`config.mk`:
```
export PLATFORM = sky130hd
export DESIGN_NAME = battle_sequencer
export DESIGN_NICKNAME = d
export VERILOG_FILES = /design/src/rtl/battle_sequencer.sv
export SDC_FILE = /design/constraint.sdc
export NUM_CORES = 1
export LEC_CHECK = 0
export BUFFER_PORTS_ARGS = -buffer_cell sky130_fd_sc_hd__buf_2
export CELL_PAD_IN_SITES_DETAIL_PLACEMENT = 0
export CELL_PAD_IN_SITES_GLOBAL_PLACEMENT = 1
export CORE_ASPECT_RATIO = 2
export CORE_MARGIN = 2
export CORE_UTILIZATION = 42
export CTS_CLUSTER_SIZE = 16
export DETAILED_ROUTE_END_ITERATION = 12
export PLACE_DENSITY = 0.9
export SYNTH_ARGS = -nofsm -noshare
export SYNTH_HDL_FRONTEND = slang
export SYNTH_SLANG_ARGS = --single-unit
```
`constraint.sdc`:
```
create_clock -name clk -period 4.6 [get_ports clk]
set_clock_uncertainty 0.1 [all_clocks]
set_input_delay 0.92 -clock clk [delete_from_list [all_inputs] [get_ports clk]]
set_output_delay 0.92 -clock clk [all_outputs]
set_load 0.01 [all_outputs]
```
`src/rtl/battle_sequencer.sv`:
```
// Battle-screen turn controller: sequences IDLE/MENU/ATTACK/DODGE/WIN/LOSE,
// keeps both HP counters and only switches the broadcast state at frame start.
module battle_sequencer #(
   parameter logic [7:0] PLAYER_HP_INIT = 8'd100,
   parameter logic [7:0] ENEMY_HP_INIT  = 8'd200,
   parameter int         TIMEOUT_FRAMES = 600,
   parameter int         MENU_FRAMES    = 30
) (
   input  logic        clk,
   input  logic        rst,
   input  logic [10:0] hcount_in,
   input  logic [9:0]  vcount_in,
   input  logic        start_in,
   input  logic        confirm_in,
   input  logic        atk_finished_in,
   input  logic [7:0]  atk_damage_in,
   input  logic        dodge_finished_in,
   input  logic [7:0]  dodge_damage_in,
   output logic [3:0]  state_out,
   output logic [7:0]  player_hp_out,
   output logic [7:0]  enemy_hp_out,
   output logic        win_out,
   output logic        lose_out
);

   typedef enum logic [3:0] {
      IDLE   = 4'b0000,
      ATTACK = 4'b0001,
      DODGE  = 4'b0010,
      MENU   = 4'b0100,
      WIN    = 4'b1000,
      LOSE   = 4'b1001
   } state_t;

   localparam int CNT_MAX = (TIMEOUT_FRAMES > MENU_FRAMES) ? TIMEOUT_FRAMES : MENU_FRAMES;
   localparam int CW      = $clog2(CNT_MAX + 1);
   localparam logic [CW-1:0] CNT_SAT   = CW'(CNT_MAX);
   localparam logic [CW-1:0] TIMEOUT_C = CW'(TIMEOUT_FRAMES);
   localparam logic [CW-1:0] MENU_C    = CW'(MENU_FRAMES);

   state_t        state_q, next_q, pend_d;
   logic [7:0]    player_hp, enemy_hp, player_hp_d, enemy_hp_d;
   logic [CW-1:0] frames;
   logic          frame_start, settled, timed_out;
   logic [7:0]    dmg;
   logic [8:0]    diff;

   assign frame_start = (hcount_in == 11'd0) && (vcount_in == 10'd0);
   // one accepted event per displayed state: nothing new until the switch lands
   assign settled     = (next_q == state_q);
   assign timed_out   = (frames >= TIMEOUT_C);

   always_comb begin
      pend_d      = next_q;
      player_hp_d = player_hp;
      enemy_hp_d  = enemy_hp;
      dmg         = 8'd0;
      diff        = 9'd0;
      if (settled) begin
         case (state_q)
            IDLE, WIN, LOSE: begin
               if (start_in) begin
                  player_hp_d = PLAYER_HP_INIT;
                  enemy_hp_d  = ENEMY_HP_INIT;
                  pend_d      = MENU;
               end
            end
            MENU: begin
               if (confirm_in && (frames >= MENU_C)) pend_d = ATTACK;
            end
            ATTACK: begin
               if (atk_finished_in || timed_out) begin
                  dmg        = atk_finished_in ? atk_damage_in : 8'd0;
                  diff       = {1'b0, enemy_hp} - {1'b0, dmg};
                  enemy_hp_d = diff[8] ? 8'd0 : diff[7:0];
                  pend_d     = (enemy_hp_d == 8'd0) ? WIN : DODGE;
               end
            end
            DODGE: begin
               if (dodge_finished_in || timed_out) begin
                  dmg         = dodge_finished_in ? dodge_damage_in : 8'd0;
                  diff        = {1'b0, player_hp} - {1'b0, dmg};
                  player_hp_d = diff[8] ? 8'd0 : diff[7:0];
                  pend_d      = (player_hp_d == 8'd0) ? LOSE : MENU;
               end
            end
            default: pend_d = IDLE;
         endcase
      end
   end

   always_ff @(posedge clk) begin
      if (!rst) begin
         state_q   <= IDLE;
         next_q    <= IDLE;
         player_hp <= PLAYER_HP_INIT;
         enemy_hp  <= ENEMY_HP_INIT;
         frames    <= '0;
      end else begin
         next_q    <= pend_d;
         player_hp <= player_hp_d;
         enemy_hp  <= enemy_hp_d;
         // an event landing on this same frame start waits for the next one
         if (frame_start) begin
            state_q <= next_q;
            if (!settled)               frames <= '0;
            else if (frames != CNT_SAT) frames <= frames + CW'(1);
         end
      end
   end

   assign state_out     = state_q;
   assign player_hp_out = player_hp;
   assign enemy_hp_out  = enemy_hp;
   assign win_out       = (state_q == WIN);
   assign lose_out      = (state_q == LOSE);

endmodule

```
Yosys cells after proc, flatten, opt, wreduce, memory -nomap -nowiden

Cells that the tools add are included.

Register bits after elaboration: 34
Latch bits: 0
RAM bits: 0
ROM bits: 0
Output and inout bits: 22
Logic and storage cells: 57
Memories kept: 0

$add $sub $neg: 3
Multipliers: 0
Div/mod/pow operators: 0
$lt $le $gt $ge: 2
Eq/ne operators: 12
Shift-type cells: 0
Multiplexer cells: 19
Bitwise operators: 0
Reductions and logical operators: 16

Operator list:

| operator                | count |
|---|---|
| $mux W8                 | 8 |
| $pmux W8 S2             | 2 |
| $mux W4                 | 6 |
| $mux W10                | 2 |
| $sub A8 B8 Y9           | 2 |
| $logic_not A8 Y1        | 2 |
| $pmux W4 S4             | 1 |
| $logic_not A11 Y1       | 1 |
| $add A10 B1 Y10 const B | 1 |
| $ge A10 B10 Y1 const B  | 1 |
| $ge A10 B5 Y1 const B   | 1 |
| $logic_not A10 Y1       | 1 |
| $ne A10 B10 Y1 const B  | 1 |
| $eq A4 B4 Y1 const B    | 2 |
| $ne A2 B2 Y1 const B    | 4 |
| $reduce_and A4 Y1       | 2 |
| $reduce_and A5 Y1       | 1 |
| $eq A4 B1 Y1 const B    | 1 |
| $eq A4 B2 Y1 const B    | 1 |
| $eq A4 B3 Y1 const B    | 1 |
| $eq A4 B4 Y1            | 1 |
| $logic_not A4 Y1        | 1 |
| $reduce_bool A2 Y1      | 2 |
| $reduce_or A3 Y1        | 1 |
| other kinds (4)         | 6 |

Depth between registers and ports, before layout

Word-level depth: 7
Mapped depth: 11
Depth with buffers taken out: 10

Least setup slack after synthesis

No wires, ideal clock.

Path kind: in2reg
Start: input port atk_finished_in
End: register next_q[1]
Setup time: 0.126 ns
Arrival: 3.061 ns
Setup slack: 1.313 ns
Stages: 11
Buffers on the path: 1
Path through: clkbuf_1 -> and2_1 -> ha_1 -> fa_1 -> nand2b_1 -> a21oi_1 -> xnor2_1 -> or4b_1 -> o21ai_1 -> and2b_1 -> o41ai_2

Cells in the longest elaborated chain, start to end: 7
Elaborated cells on any way between the ends: 10
Those cells by class: add/sub (1); eq/ne (1); mux (5); reduce/logical (3)

Ends and longest elaborated chain:

| what                 | RTL line | text |
|---|---|---|
| start, declared      | 15       | `input logic atk_finished_in,` |
| $mux W8              | 73       | `dmg = atk_finished_in ? atk_damage_in : 8'd0;` |
| $sub A8 B8 Y9        | 74       | `diff = {1'b0, enemy_hp} - {1'b0, dmg};` |
| $mux W8              | 75       | `enemy_hp_d = diff[8] ? 8'd0 : diff[7:0];` |
| $logic_not A8 Y1     | 76       | `pend_d = (enemy_hp_d == 8'd0) ? WIN : DODGE;` |
| $mux W4              | 76       |  |
| $mux W4              | 72       | `if (atk_finished_in \|\| timed_out) begin` |
| $pmux W4 S4          | 60       | `case (state_q)` |
| end signal, assigned | 100      | `next_q <= pend_d;` |
| end, declared        | 41       | `state_t state_q, next_q, pend_d;` |

Several ways; a longest one is shown, not always the timed one. The select of a mux whose other input is x is not followed.
A chain may end at the register's enable or synchronous reset.

Final worst setup path

Ends and elaborated chain as after synthesis.

==> results.sh <==
export IMPL_slowest_delay_ns=0.51
export IMPL_synth_edf_count=0
export IMPL_fillCellCount=608
export IMPL_fin_ws_ns=1.42
export IMPL_cp_endpoint="next_q[1]$_SDFFE_PN0P_"
export IMPL_switchingPower_uw=196
export IMPL_synth_top_cell_area_share_pct=25.6
export IMPL_initial_utilization_pct=42.8
export IMPL_p_per_area_nw_per_um2=241
export IMPL_grtUsageMet1_pct=23.3
export IMPL_portBuffers=64
export IMPL_ys_flop_type="dfxtp_1"
export IMPL_synth_top_area_cell="dfxtp_1"
export IMPL_syn_nets=403
export IMPL_cp_slowest_cell="or4b_1"
export IMPL_p_comb_share_pct=17.0
export IMPL_synthAdderAreaFrac_pct=11.9
export IMPL_viasPerCell=5.39
export IMPL_rows=41
export IMPL_max_freq_mhz=314
export IMPL_synth_area_top_cells="dfxtp_1 26%, ha_1 10%, nor2_1 5.7%"
export IMPL_ys_types=62
export IMPL_p_seq_share_pct=38.9
export IMPL_synth_top_family_by_area="simple AND/OR/NAND/NOR gates"
export IMPL_dp_slack_ns=1.12
export IMPL_synth_seq_area_share_pct=25.6
export IMPL_drive_gt1_share_pct=21.6
export IMPL_clock_latency_ns=0.28
export IMPL_switching_share_pct=25.6
export IMPL_grt_busiest_layer="met2"
export IMPL_cap_violations=0
export IMPL_final_max_slew_violation_count=0
export IMPL_core_area_um2=6210
export IMPL_grt_use_met2_pct=34.3
export IMPL_path_max_fanout=10
export IMPL_power_share_clock_pct=44.1
export IMPL_htree_levels=2
export IMPL_ys_ff_latch=34
export IMPL_hold_viol_final=0
export IMPL_startpoint="atk_finished_in"
export IMPL_overflow=0
export IMPL_drt_wl_total_mm=6.50
export IMPL_synth_warnings=0
export IMPL_drtPass1Iterations=5
export IMPL_status="completed"
export IMPL_setup_violations=0
export IMPL_reg2reg_depth=10
export IMPL_die_y_um=116
export IMPL_vias=2609
export IMPL_worstPathArrival_ns=3.23
export IMPL_cts_buffers=5
export IMPL_cts_resized=0
export IMPL_worstReg2RegEnd="next_q[1]$_SDFFE_PN0P_"
export IMPL_period_share_pct=69.2
export IMPL_rsz0062_at_grt="no"
export IMPL_required_ns=4.65
export IMPL_leakage_uw=0.00135
export IMPL_syn_instance_count=336
export IMPL_drt_iter0_drc=110
export IMPL_avgSynthCellArea_um2=7.91
export IMPL_synth_mux_area_share_pct=0
export IMPL_use_met3_pct=2.88
export IMPL_syn_area_um2=2660
export IMPL_cts_setup_buffers=0
export IMPL_clockBufferDepth=2
export IMPL_cp_cell_sequence="buf_2 -> and2_1 -> ha_1 -> fa_1 -> nand2b_1 -> a21oi_1 -> xnor2_1 -> or4b_1 -> o21ai_1 -> and2b_1 -> o41ai_2"
export IMPL_tns_ns=0
export IMPL_worstReg2RegStart="enemy_hp_out[0]$_SDFFE_PN0P_"
export IMPL_fin_nets=464
export IMPL_reg2reg_slack_ns=2.00
export IMPL_postSynth_asyncResetShare_pct=0
export IMPL_grt_max_degree=18
export IMPL_holdBufCountCts=0
export IMPL_gp_congestion=0.837
export IMPL_n_antenna_cell=0
export IMPL_place_inst=476
export IMPL_die_x_um=60.2
export IMPL_start_kind="input pin"
export IMPL_clk_pin_slew_ns=0.05
export IMPL_drcViolationCount=0
export IMPL_clk_root_buffer_cell="clkbuf_16"
export IMPL_syn_to_final_growth_pct=19.5
export IMPL_cp_end_kind="flip-flop"
export IMPL_fin_cells=484
export IMPL_synthXorXnorAreaFrac_pct=5.56
export IMPL_synth_compound_area_share_pct=24.7
export IMPL_relSlewSlack_pct=33.3
export IMPL_worst_slew_pin_slew_ns=0.992
export IMPL_cts_sinks=34
export IMPL_die_area_um2=7020
export IMPL_first_global_vias=2466
export IMPL_min_period_ns=3.18
export IMPL_grt_antenna_before_repair=0
export IMPL_dp_hpwl_mm=5.21
export IMPL_worstHoldPathCells=2
export IMPL_internal_power_uw=569
export IMPL_vdd_ir_drop_max_mv=0.235
export IMPL_synth_simple_area_share_pct=28.2
export IMPL_ioPinCount=65
export IMPL_ant_nets=0
export IMPL_track_usage_pct=19.5
export IMPL_grt_pass1_wl_mm=10.7
export IMPL_hold_path_class="reg2reg"
export IMPL_cts_tree="yes"
export IMPL_crit_type="in2reg"
export IMPL_post_drt_wl_per_cell_um=13.4
[sequential cells by signal (all words and copies together), names as in the netlist]
name and cells:
enemy_hp_out 8, frames 10, next_q 4, player_hp_out 8, state_out 4
[power by group through the flow]
stage / clock network (µW) / registers [µW] / logic [µW]
floorplan: 0 / 304 / 91.1
global placement: 0 / 304 / 126
detailed placement: 0 / 304 / 129
CTS: 342 / 297 / 130
global route: 349 / 298 / 145
finish: 337 / 297 / 130
[worst min path at each step]
stage	endpoint	from	slack, ns
floorplan	state_out[0]$_SDFFE_PN0P_	next_q[0]$_SDFFE_PN0P_	0.35
global placement	enemy_hp_out[0]$_SDFFE_PN0P_	enemy_hp_out[0]$_SDFFE_PN0P_	0.36
detailed placement	enemy_hp_out[0]$_SDFFE_PN0P_	enemy_hp_out[0]$_SDFFE_PN0P_	0.37
CTS	enemy_hp_out[0]$_SDFFE_PN0P_	enemy_hp_out[0]$_SDFFE_PN0P_	0.38
global route	enemy_hp_out[0]$_SDFFE_PN0P_	enemy_hp_out[0]$_SDFFE_PN0P_	0.41
finish	enemy_hp_out[0]$_SDFFE_PN0P_	enemy_hp_out[0]$_SDFFE_PN0P_	0.37
[placed cells by master (no fill, tap or decap), types with 10 or more instances in the layout]
| master | count |
|---|---|
| a21oi_1 | 29 |
| buf_2 | 64 |
| dfxtp_1 | 34 |
| ha_1 | 22 |
| inv_1 | 12 |
| nand2_1 | 39 |
| nand2b_1 | 11 |
| nor2_1 | 40 |
| o21ai_0 | 11 |
| xor2_1 | 10 |
[cells in the mapped netlist (3+ instances only)]
library cell / number
nor2_1: 40
clkbuf_1: 5
nand3b_1: 3
a31oi_1: 4
or3_1: 8
nand2_1: 39
a21o_1: 7
nor4_2: 3
xnor2_1: 5
ha_1: 22
o21ai_0: 11
a22oi_1: 3
o21ai_1: 8
nand3_1: 6
a21oi_1: 29
nor3b_1: 3
nor2b_1: 4
nand4_1: 3
a2bb2oi_1: 4
dfxtp_1: 34
nand2b_1: 11
inv_1: 12
nor3_1: 5
xor2_1: 10
o21a_1: 4
a211oi_1: 5
[worst max-delay path: cells and delay by family]
family | cells | cell delay [ns]
compound gates | 3 | 0.40
xor+xnor | 1 | 0.10
buf+inv | 1 | 0.17
fa+ha+maj | 2 | 0.58
simple gates | 4 | 1.05
[stage by stage]
step | hold slack, ns | utilization, % | instance area (µm²) | total power, µW
after floorplan | 0.352 | - | 2660 | 395
after global placement | 0.362 | 48.7 | 3030 | 429
after detailed placement | 0.370 | 48.7 | 3030 | 433
after CTS | 0.377 | 51.1 | 3170 | 769
after global routing | 0.410 | 51.1 | 3170 | 792
final | 0.370 | 51.1 | 3170 | 764
[metal layers]
layer,vias up,share of wire [%]
li1,1336,-
met1,1197,43
met2,64,51
met3,12,3.2
met4,0,2.4
met5,-,0
[logic make-up (layout without fill, tap and decap cells)]
logic type | Yosys count | after routing
AND/OR/NAND/NOR | 142 | 142
AO/OA/AOI/OAI | 97 | 97
flip-flops | 34 | 34
adder cells (fa/ha/maj) | 24 | 24
buffers and inverters | 23 | 85
XOR/XNOR | 16 | 16
[layout make-up]
type / instances / area [µm²] / area share (%)
clock buffer: 7 / 143 / 4.50
inverter: 13 / 48.8 / 1.54
timing repair buffer: 64 / 320 / 10.1
clock inverter: 1 / 5.00 / 0.158
tap: 86 / 108 / 3.39
sequential: 34 / 681 / 21.5
multi-input combinational: 279 / 1870 / 58.9
(Power assumes the default switching activity.)
